===== config.mk =====
export PLATFORM = sky130hd
export DESIGN_NAME = breg_decode_seq
export DESIGN_NICKNAME = d
export VERILOG_FILES = /design/src/rtl/breg_pkg.sv /design/src/rtl/breg_region_dec.sv /design/src/rtl/breg_decode_seq.sv
export SDC_FILE = /design/constraint.sdc
export NUM_CORES = 1
export LEC_CHECK = 0
export BUFFER_PORTS_ARGS = -buffer_cell sky130_fd_sc_hd__buf_4
export CAP_MARGIN = 5
export CORE_MARGIN = 2
export CORE_UTILIZATION = 57
export DETAILED_ROUTE_END_ITERATION = 7
export PLACE_DENSITY = 0.83
export SYNTH_ARGS = -nofsm -noshare
export SYNTH_HDL_FRONTEND = slang
export SYNTH_SLANG_ARGS = --single-unit

===== constraint.sdc =====
create_clock -name CCLK -period 4.45 [get_ports CCLK]
set_input_delay 0.2225 -clock CCLK [delete_from_list [all_inputs] [get_ports CCLK]]
set_output_delay 0.2225 -clock CCLK [all_outputs]
set_load 0.02 [all_outputs]

===== src/rtl/breg_pkg.sv =====
// Shared types, default geometry and the address-to-region map used by the
// register-space decoder and the sequencer register block.
package breg_pkg;

  typedef enum logic [2:0] {IDLE, LATCH, STROBE, ACK, ERR} state_t;
  typedef enum logic [1:0] {LOCAL, FIFO, EXT, UNMAPPED} region_t;

  localparam int unsigned DEF_ADDR_W      = 9;
  localparam int unsigned DEF_NREG        = 16;
  localparam int unsigned DEF_EXT_BASE    = 32;
  localparam int unsigned DEF_EXT_SIZE    = 32;
  localparam int unsigned DEF_FIFO_BASE   = 60;
  localparam int unsigned DEF_WAIT_STATES = 3;
  localparam int unsigned DEF_TIMEOUT     = 255;
  localparam int unsigned FIFO_WORDS      = 4;

  // FIFO words sit inside the external window and must win over it.
  function automatic region_t region_of(input logic [31:0] addr,
                                        input int unsigned nreg,
                                        input int unsigned ext_base,
                                        input int unsigned ext_size,
                                        input int unsigned fifo_base);
    region_t r;
    if (addr >= fifo_base && addr < fifo_base + FIFO_WORDS)
      r = FIFO;
    else if (addr < nreg)
      r = LOCAL;
    else if (addr >= ext_base && addr < ext_base + ext_size)
      r = EXT;
    else
      r = UNMAPPED;
    return r;
  endfunction

endpackage


===== src/rtl/breg_region_dec.sv =====
// Combinational word-address decode into region and FIFO register index.
module breg_region_dec
  import breg_pkg::*;
#(
  parameter int unsigned ADDR_W    = DEF_ADDR_W,
  parameter int unsigned NREG      = DEF_NREG,
  parameter int unsigned EXT_BASE  = DEF_EXT_BASE,
  parameter int unsigned EXT_SIZE  = DEF_EXT_SIZE,
  parameter int unsigned FIFO_BASE = DEF_FIFO_BASE
) (
  input  logic [ADDR_W-1:0] addr,
  output region_t           region,
  output logic [1:0]        index
);

  assign region = region_of(32'(addr), NREG, EXT_BASE, EXT_SIZE, FIFO_BASE);
  assign index  = addr[1:0];

endmodule


===== src/rtl/breg_decode_seq.sv =====
// Clocked register-space decoder: latches a bus-slave access, times the
// target strobe with a counter and requests DTACK or a bus error.
module breg_decode_seq
  import breg_pkg::*;
#(
  parameter int unsigned ADDR_W      = DEF_ADDR_W,
  parameter int unsigned NREG        = DEF_NREG,
  parameter int unsigned EXT_BASE    = DEF_EXT_BASE,
  parameter int unsigned EXT_SIZE    = DEF_EXT_SIZE,
  parameter int unsigned FIFO_BASE   = DEF_FIFO_BASE,
  parameter int unsigned WAIT_STATES = DEF_WAIT_STATES,
  parameter int unsigned TIMEOUT     = DEF_TIMEOUT
) (
  input  logic              CCLK,
  input  logic              RESET_n,
  input  logic              REGSPACE,
  input  logic              SBSELECT,
  input  logic              SBREAD_n,
  input  logic [ADDR_W-1:0] A,
  input  logic              EXT_ACK,
  output logic [NREG-1:0]   REG_RD_n,
  output logic [NREG-1:0]   REG_WR_n,
  output logic              FIFOREG_RD_n,
  output logic              FIFOREG_WR_n,
  output logic [1:0]        FIFOREG_SEL,
  output logic              EXT_RD_n,
  output logic              EXT_WR_n,
  output logic              DTACK_REQ_n,
  output logic              BERR_REQ_n,
  output logic              BUSY
);

  localparam int unsigned CNT_MAX = (TIMEOUT > WAIT_STATES) ? TIMEOUT : WAIT_STATES;
  localparam int unsigned CNT_W   = $clog2(CNT_MAX + 1);

  logic              sel_in;
  region_t           dec_region;
  logic [1:0]        dec_index;

  state_t            state_q, state_d;
  logic [CNT_W-1:0]  cnt_q, cnt_d;
  logic              ack_q, ack_d;
  logic              armed_q, armed_d;
  logic              sel_q, ext_ack_q;
  logic [ADDR_W-1:0] addr_q, addr_d;
  logic              wr_q, wr_d;
  region_t           region_q, region_d;
  logic [1:0]        fsel_q, fsel_d;

  logic [NREG-1:0]   reg_rd_n_q, reg_rd_n_d;
  logic [NREG-1:0]   reg_wr_n_q, reg_wr_n_d;
  logic              fifo_rd_n_q, fifo_rd_n_d;
  logic              fifo_wr_n_q, fifo_wr_n_d;
  logic              ext_rd_n_q, ext_rd_n_d;
  logic              ext_wr_n_q, ext_wr_n_d;
  logic              dtack_n_q, dtack_n_d;
  logic              berr_n_q, berr_n_d;
  logic              busy_q, busy_d;
  logic              in_strobe;
  logic              min_done;
  logic              got_ack;

  assign sel_in = REGSPACE & SBSELECT;

  breg_region_dec #(
    .ADDR_W    (ADDR_W),
    .NREG      (NREG),
    .EXT_BASE  (EXT_BASE),
    .EXT_SIZE  (EXT_SIZE),
    .FIFO_BASE (FIFO_BASE)
  ) u_dec (
    .addr   (A),
    .region (dec_region),
    .index  (dec_index)
  );

  assign min_done = (cnt_q >= CNT_W'(WAIT_STATES));
  assign got_ack  = ack_q | ext_ack_q;

  always_comb begin
    state_d  = state_q;
    cnt_d    = cnt_q;
    ack_d    = ack_q;
    armed_d  = armed_q;
    addr_d   = addr_q;
    wr_d     = wr_q;
    region_d = region_q;
    fsel_d   = fsel_q;
    case (state_q)
      IDLE: begin
        // Arming uses the live select so a SEL held through reset never starts.
        if (!sel_in) begin
          armed_d = 1'b1;
        end
        if (sel_q && armed_q) begin
          state_d = LATCH;
          armed_d = 1'b0;
        end
      end
      LATCH: begin
        addr_d   = A;
        wr_d     = SBREAD_n;
        region_d = dec_region;
        fsel_d   = dec_index;
        cnt_d    = CNT_W'(1);
        ack_d    = 1'b0;
        if (!sel_q)
          state_d = IDLE;
        else if (dec_region == UNMAPPED)
          state_d = ERR;
        else
          state_d = STROBE;
      end
      STROBE: begin
        if (!sel_q) begin
          state_d = IDLE;
        end else if (region_q == LOCAL) begin
          if (min_done)
            state_d = ACK;
          else
            cnt_d = cnt_q + CNT_W'(1);
        end else begin
          if (min_done && got_ack) begin
            state_d = ACK;
          end else if (cnt_q >= CNT_W'(TIMEOUT)) begin
            state_d = ERR;
          end else begin
            cnt_d = cnt_q + CNT_W'(1);
            ack_d = got_ack;
          end
        end
      end
      ACK, ERR: begin
        if (!sel_q)
          state_d = IDLE;
      end
      default: state_d = IDLE;
    endcase
  end

  // Outputs are registered from the next state so they change on the same edge as the FSM.
  always_comb begin
    in_strobe   = (state_d == STROBE);
    reg_rd_n_d  = '1;
    reg_wr_n_d  = '1;
    for (int i = 0; i < NREG; i++) begin
      if (in_strobe && region_d == LOCAL && addr_d == ADDR_W'(i)) begin
        reg_rd_n_d[i] = wr_d;
        reg_wr_n_d[i] = !wr_d;
      end
    end
    fifo_rd_n_d = !(in_strobe && region_d == FIFO && !wr_d);
    fifo_wr_n_d = !(in_strobe && region_d == FIFO && wr_d);
    ext_rd_n_d  = !(in_strobe && region_d == EXT && !wr_d);
    ext_wr_n_d  = !(in_strobe && region_d == EXT && wr_d);
    dtack_n_d   = (state_d != ACK);
    berr_n_d    = (state_d != ERR);
    busy_d      = (state_d != IDLE);
  end

  always_ff @(posedge CCLK) begin
    if (!RESET_n) begin
      state_q     <= IDLE;
      cnt_q       <= '0;
      ack_q       <= 1'b0;
      armed_q     <= 1'b0;
      sel_q       <= 1'b0;
      ext_ack_q   <= 1'b0;
      addr_q      <= '0;
      wr_q        <= 1'b0;
      region_q    <= LOCAL;
      fsel_q      <= 2'd0;
      reg_rd_n_q  <= '1;
      reg_wr_n_q  <= '1;
      fifo_rd_n_q <= 1'b1;
      fifo_wr_n_q <= 1'b1;
      ext_rd_n_q  <= 1'b1;
      ext_wr_n_q  <= 1'b1;
      dtack_n_q   <= 1'b1;
      berr_n_q    <= 1'b1;
      busy_q      <= 1'b0;
    end else begin
      state_q     <= state_d;
      cnt_q       <= cnt_d;
      ack_q       <= ack_d;
      armed_q     <= armed_d;
      sel_q       <= sel_in;
      ext_ack_q   <= EXT_ACK;
      addr_q      <= addr_d;
      wr_q        <= wr_d;
      region_q    <= region_d;
      fsel_q      <= fsel_d;
      reg_rd_n_q  <= reg_rd_n_d;
      reg_wr_n_q  <= reg_wr_n_d;
      fifo_rd_n_q <= fifo_rd_n_d;
      fifo_wr_n_q <= fifo_wr_n_d;
      ext_rd_n_q  <= ext_rd_n_d;
      ext_wr_n_q  <= ext_wr_n_d;
      dtack_n_q   <= dtack_n_d;
      berr_n_q    <= berr_n_d;
      busy_q      <= busy_d;
    end
  end

  assign REG_RD_n     = reg_rd_n_q;
  assign REG_WR_n     = reg_wr_n_q;
  assign FIFOREG_RD_n = fifo_rd_n_q;
  assign FIFOREG_WR_n = fifo_wr_n_q;
  assign FIFOREG_SEL  = fsel_q;
  assign EXT_RD_n     = ext_rd_n_q;
  assign EXT_WR_n     = ext_wr_n_q;
  assign DTACK_REQ_n  = dtack_n_q;
  assign BERR_REQ_n   = berr_n_q;
  assign BUSY         = busy_q;

endmodule


==> results.md <==
- **Final WS setup** 1850 ps
- **starting density of the core** 59.6%
- **worst relative slew slack** 47.5%
- **number of violations reported at the end of detailed-routing iteration 0** 101
- **number of hold violations in the final report** 0
- **HPWL after detailed placement** 3.97 mm
- **count of nets left with antenna violations after detail routing** 0
- **setup repair after global routing missed its margin** false
- **Async S/R FF share, synth** 0%
- **worst-skew pair later-pin latency** 330 ps
- **final wirelength** 5.72 mm
- **clock-pin slew of the registers on the worst-case setup and hold paths** 70 ps
- **FF+latch area** 0.00136 mm^2
- **Hold WC Path Type** in -> reg
- **number of gates resized after cts** 0
- **Post-Place Setup Slack** 1890 ps
- **die outline height** 71.9 um
- **final critical path time including I/O delays and setup** 2600 ps
- **Least-Margin Pin Slew** 786 ps
- **Filler Cells Inserted** 320
- **CTS root buf** clkbuf_8
- **critical path class** reg -> reg
- **initial antenna violation count** 0
- **final worst-path cycle share** 58.4%
- **hold-fix buffer count after cts** 0
- **Multi-input gate area** 0.00118 mm^2
- **remaining design rule violation count** 0
- **relative contribution of sequential cells to total power** 49.6%
- **antenna diode count** 0
- **count of unique library cells instantiated by Yosys** 49
- **dominant register cell in the synthesized netlist** dfxtp_1
- **total negative slack** 0 ps
- **number of rows created at floorplan** 24
- **required arrival time at the worst endpoint** 4640 ps
- **Leakage Power** 1.25 nW
- **CTS tree** yes
- **placed cell count** 383
- **overall track demand over capacity in global routing** 23.8%
- **Synth-to-Final Area Change** 24.7%
- **total setup buffers inserted after CTS** 0
- **total of flip-flops plus latches after synthesis** 68
- **total clock buffers created by CTS** 9
- **leftover overflow at the end of global routing** 0
- **Netlist Area Pre-Place** 0.00263 mm^2
- **Bufs on Longest Clock Path** 2
- **maximum clock frequency** 0.385 GHz
- **global placement routability congestion** 0.801
- **buffers added on ports** 55
- **commonest cells after routing, fill and taps aside** 68 x dfxtp_1, 56 x buf_4, 55 x nand2_1, 18 x nor2_1, 11 x a21boi_0
- **most common cell after layout, fill and taps aside** dfxtp_1
- **combinational power share** 3.2%
- **Die W** 71.9 um
- **clock network fraction of design power** 47.2%
- **1st-pass router iterations** 4
- **via count of the routed design** 2,226
- **power density normalized to cell area** 377 mW/mm^2
- **outcome** finished, final reports clean
- **max-cap check violation count** 0
- **synthesized instance count** 289
- **Avg Vias per Cell** 5.58
- **net count after synthesis** 305
- **io pins** 56
- **H-tree lvl count** 3
- **largest net degree at the start of global routing** 30
- **post-DR wirelength/cell** 14.3 um
- **post-synthesis sequential area ratio** 51.7%
- **count of clock tree sinks** 68
- **fraction of final layout cells sized beyond drive strength 1** 23.3%
- **final-stage net count** 358
- **pins over their slew limit** 0
- **critical path capture point type** register
- **Max IR drop VDD** 270 uV
- **critical path peak fanout** 24
- **wire length of the first global-routing pass** 9.40 mm
- **mean instance size in the synthesized netlist** 9.10 um^2
- **data arrival time of the critical path** 2790 ps
- **via count of the first global-routing pass** 1,980
- **core region area** 0.00441 mm^2
- **design internal power** 0.000999 W
- **number of endpoints failing setup at the final stage** 0
- **Setup Skew** 6.16 ps
- **die footprint** 0.00518 mm^2
- **number of flops mapped to enable cells by yosys** 0
- **post-route insts no fill** 399
- **Critical Path Start Type** register
- **switching power** 0.000237 W
- **count of yosys warnings during synthesis** 0
- **fraction of power spent switching nets** 19.2%
-- layout make-up --
type,count,area share [%]
repair buffers,56,12.8
clock buffers,11,4.00
well taps,52,1.98
inverters,5,0.572
multi-input cells,202,36.1
flip-flops and latches,68,41.5
clock inverters,5,3.05
-- metal layers --
metal,global-route usage (%),vias to the layer above,share of wire [%]
met5,0,-,0
met1,31.1,1016,45
met2,36.5,77,47
met3,5.83,14,5.7
li1,-,1119,-
met4,13.0,0,2.1
-- sequential cells by signal, indices dropped and copies added (netlist names), 2 cells and up --
name and cells:
REG_WR_n 16, state_q 3, FIFOREG_SEL 2, region_q 2, cnt_q 8, addr_q 9, REG_RD_n 16
-- cell usage after synthesis (4+ instances only) --
| cell | n | area share, % |
|---|---|---|
| nor3_1 | 10 | 1.9 |
| clkbuf_1 | 7 | 1.0 |
| nand2_1 | 55 | 7.8 |
| inv_1 | 5 | 0.71 |
| a2111oi_1 | 4 | 1.5 |
| nor3b_1 | 8 | 2.3 |
| nor2b_1 | 5 | 1.2 |
| nor2_1 | 18 | 2.6 |
| dfxtp_1 | 68 | 52 |
| and2_1 | 4 | 0.95 |
| nand4_1 | 5 | 1.2 |
| nand3_1 | 10 | 1.9 |
| buf_2 | 5 | 0.95 |
| a21boi_0 | 11 | 3.1 |
| and3_1 | 5 | 1.2 |
| a21oi_1 | 5 | 0.95 |
| o21ai_0 | 9 | 1.7 |
| or3_1 | 6 | 1.4 |
| a211oi_1 | 4 | 1.1 |
-- path summary, 6_finish.rpt --
kind	slack (ps)	depth (start not counted)	start	end
min reg2reg	470	2	addr_q[5]	addr_q[5]
max reg2reg	1850	4	state_q[0]	REG_RD_n[1]
max	1850	4	state_q[0]	REG_RD_n[1]
min	100	2	EXT_ACK	ext_ack_q
-- through the flow --
step	hold slack, ps	area [um^2]	total power, W	utilization, %
after floorplan	350	2630	0.000647	-
after global placement	434	3050	0.000665	69.1
after detailed placement	434	3050	0.000666	69.1
after CTS	87.5	3280	0.00124	74.3
after global routing	87.9	3280	0.00127	74.3
final	96.6	3280	0.00124	74.3
-- worst max-delay path, stage by stage, from the launching register on --
cell       delay (ps)
dfxtp_1           490
or3b_1            710
mux2i_2           350
a2111oi_1         780
nand2_1           130
-- logic make-up after synthesis --
| family | share of synthesized area, % |
|---|---|
| buffers and inverters | 3.23 |
| adder cells (fa/ha/maj) | 0.475 |
| AND/OR/NAND/NOR | 28.6 |
| XOR/XNOR | 0.999 |
| multiplexers | 1.28 |
| flip-flops | 51.7 |
| AO/OA/AOI/OAI | 13.7 |
-- power groups by stage --
stage / logic (W) / registers, W / clock network [W]
after floorplan: 0.0000203 / 0.000626 / 0
after global placement: 0.0000383 / 0.000627 / 0
after detailed placement: 0.0000393 / 0.000627 / 0
after CTS: 0.0000396 / 0.000613 / 0.000588
after global routing: 0.0000434 / 0.000613 / 0.000618
final: 0.0000396 / 0.000613 / 0.000584
Note: power is estimated with default switching activity, not from simulation.
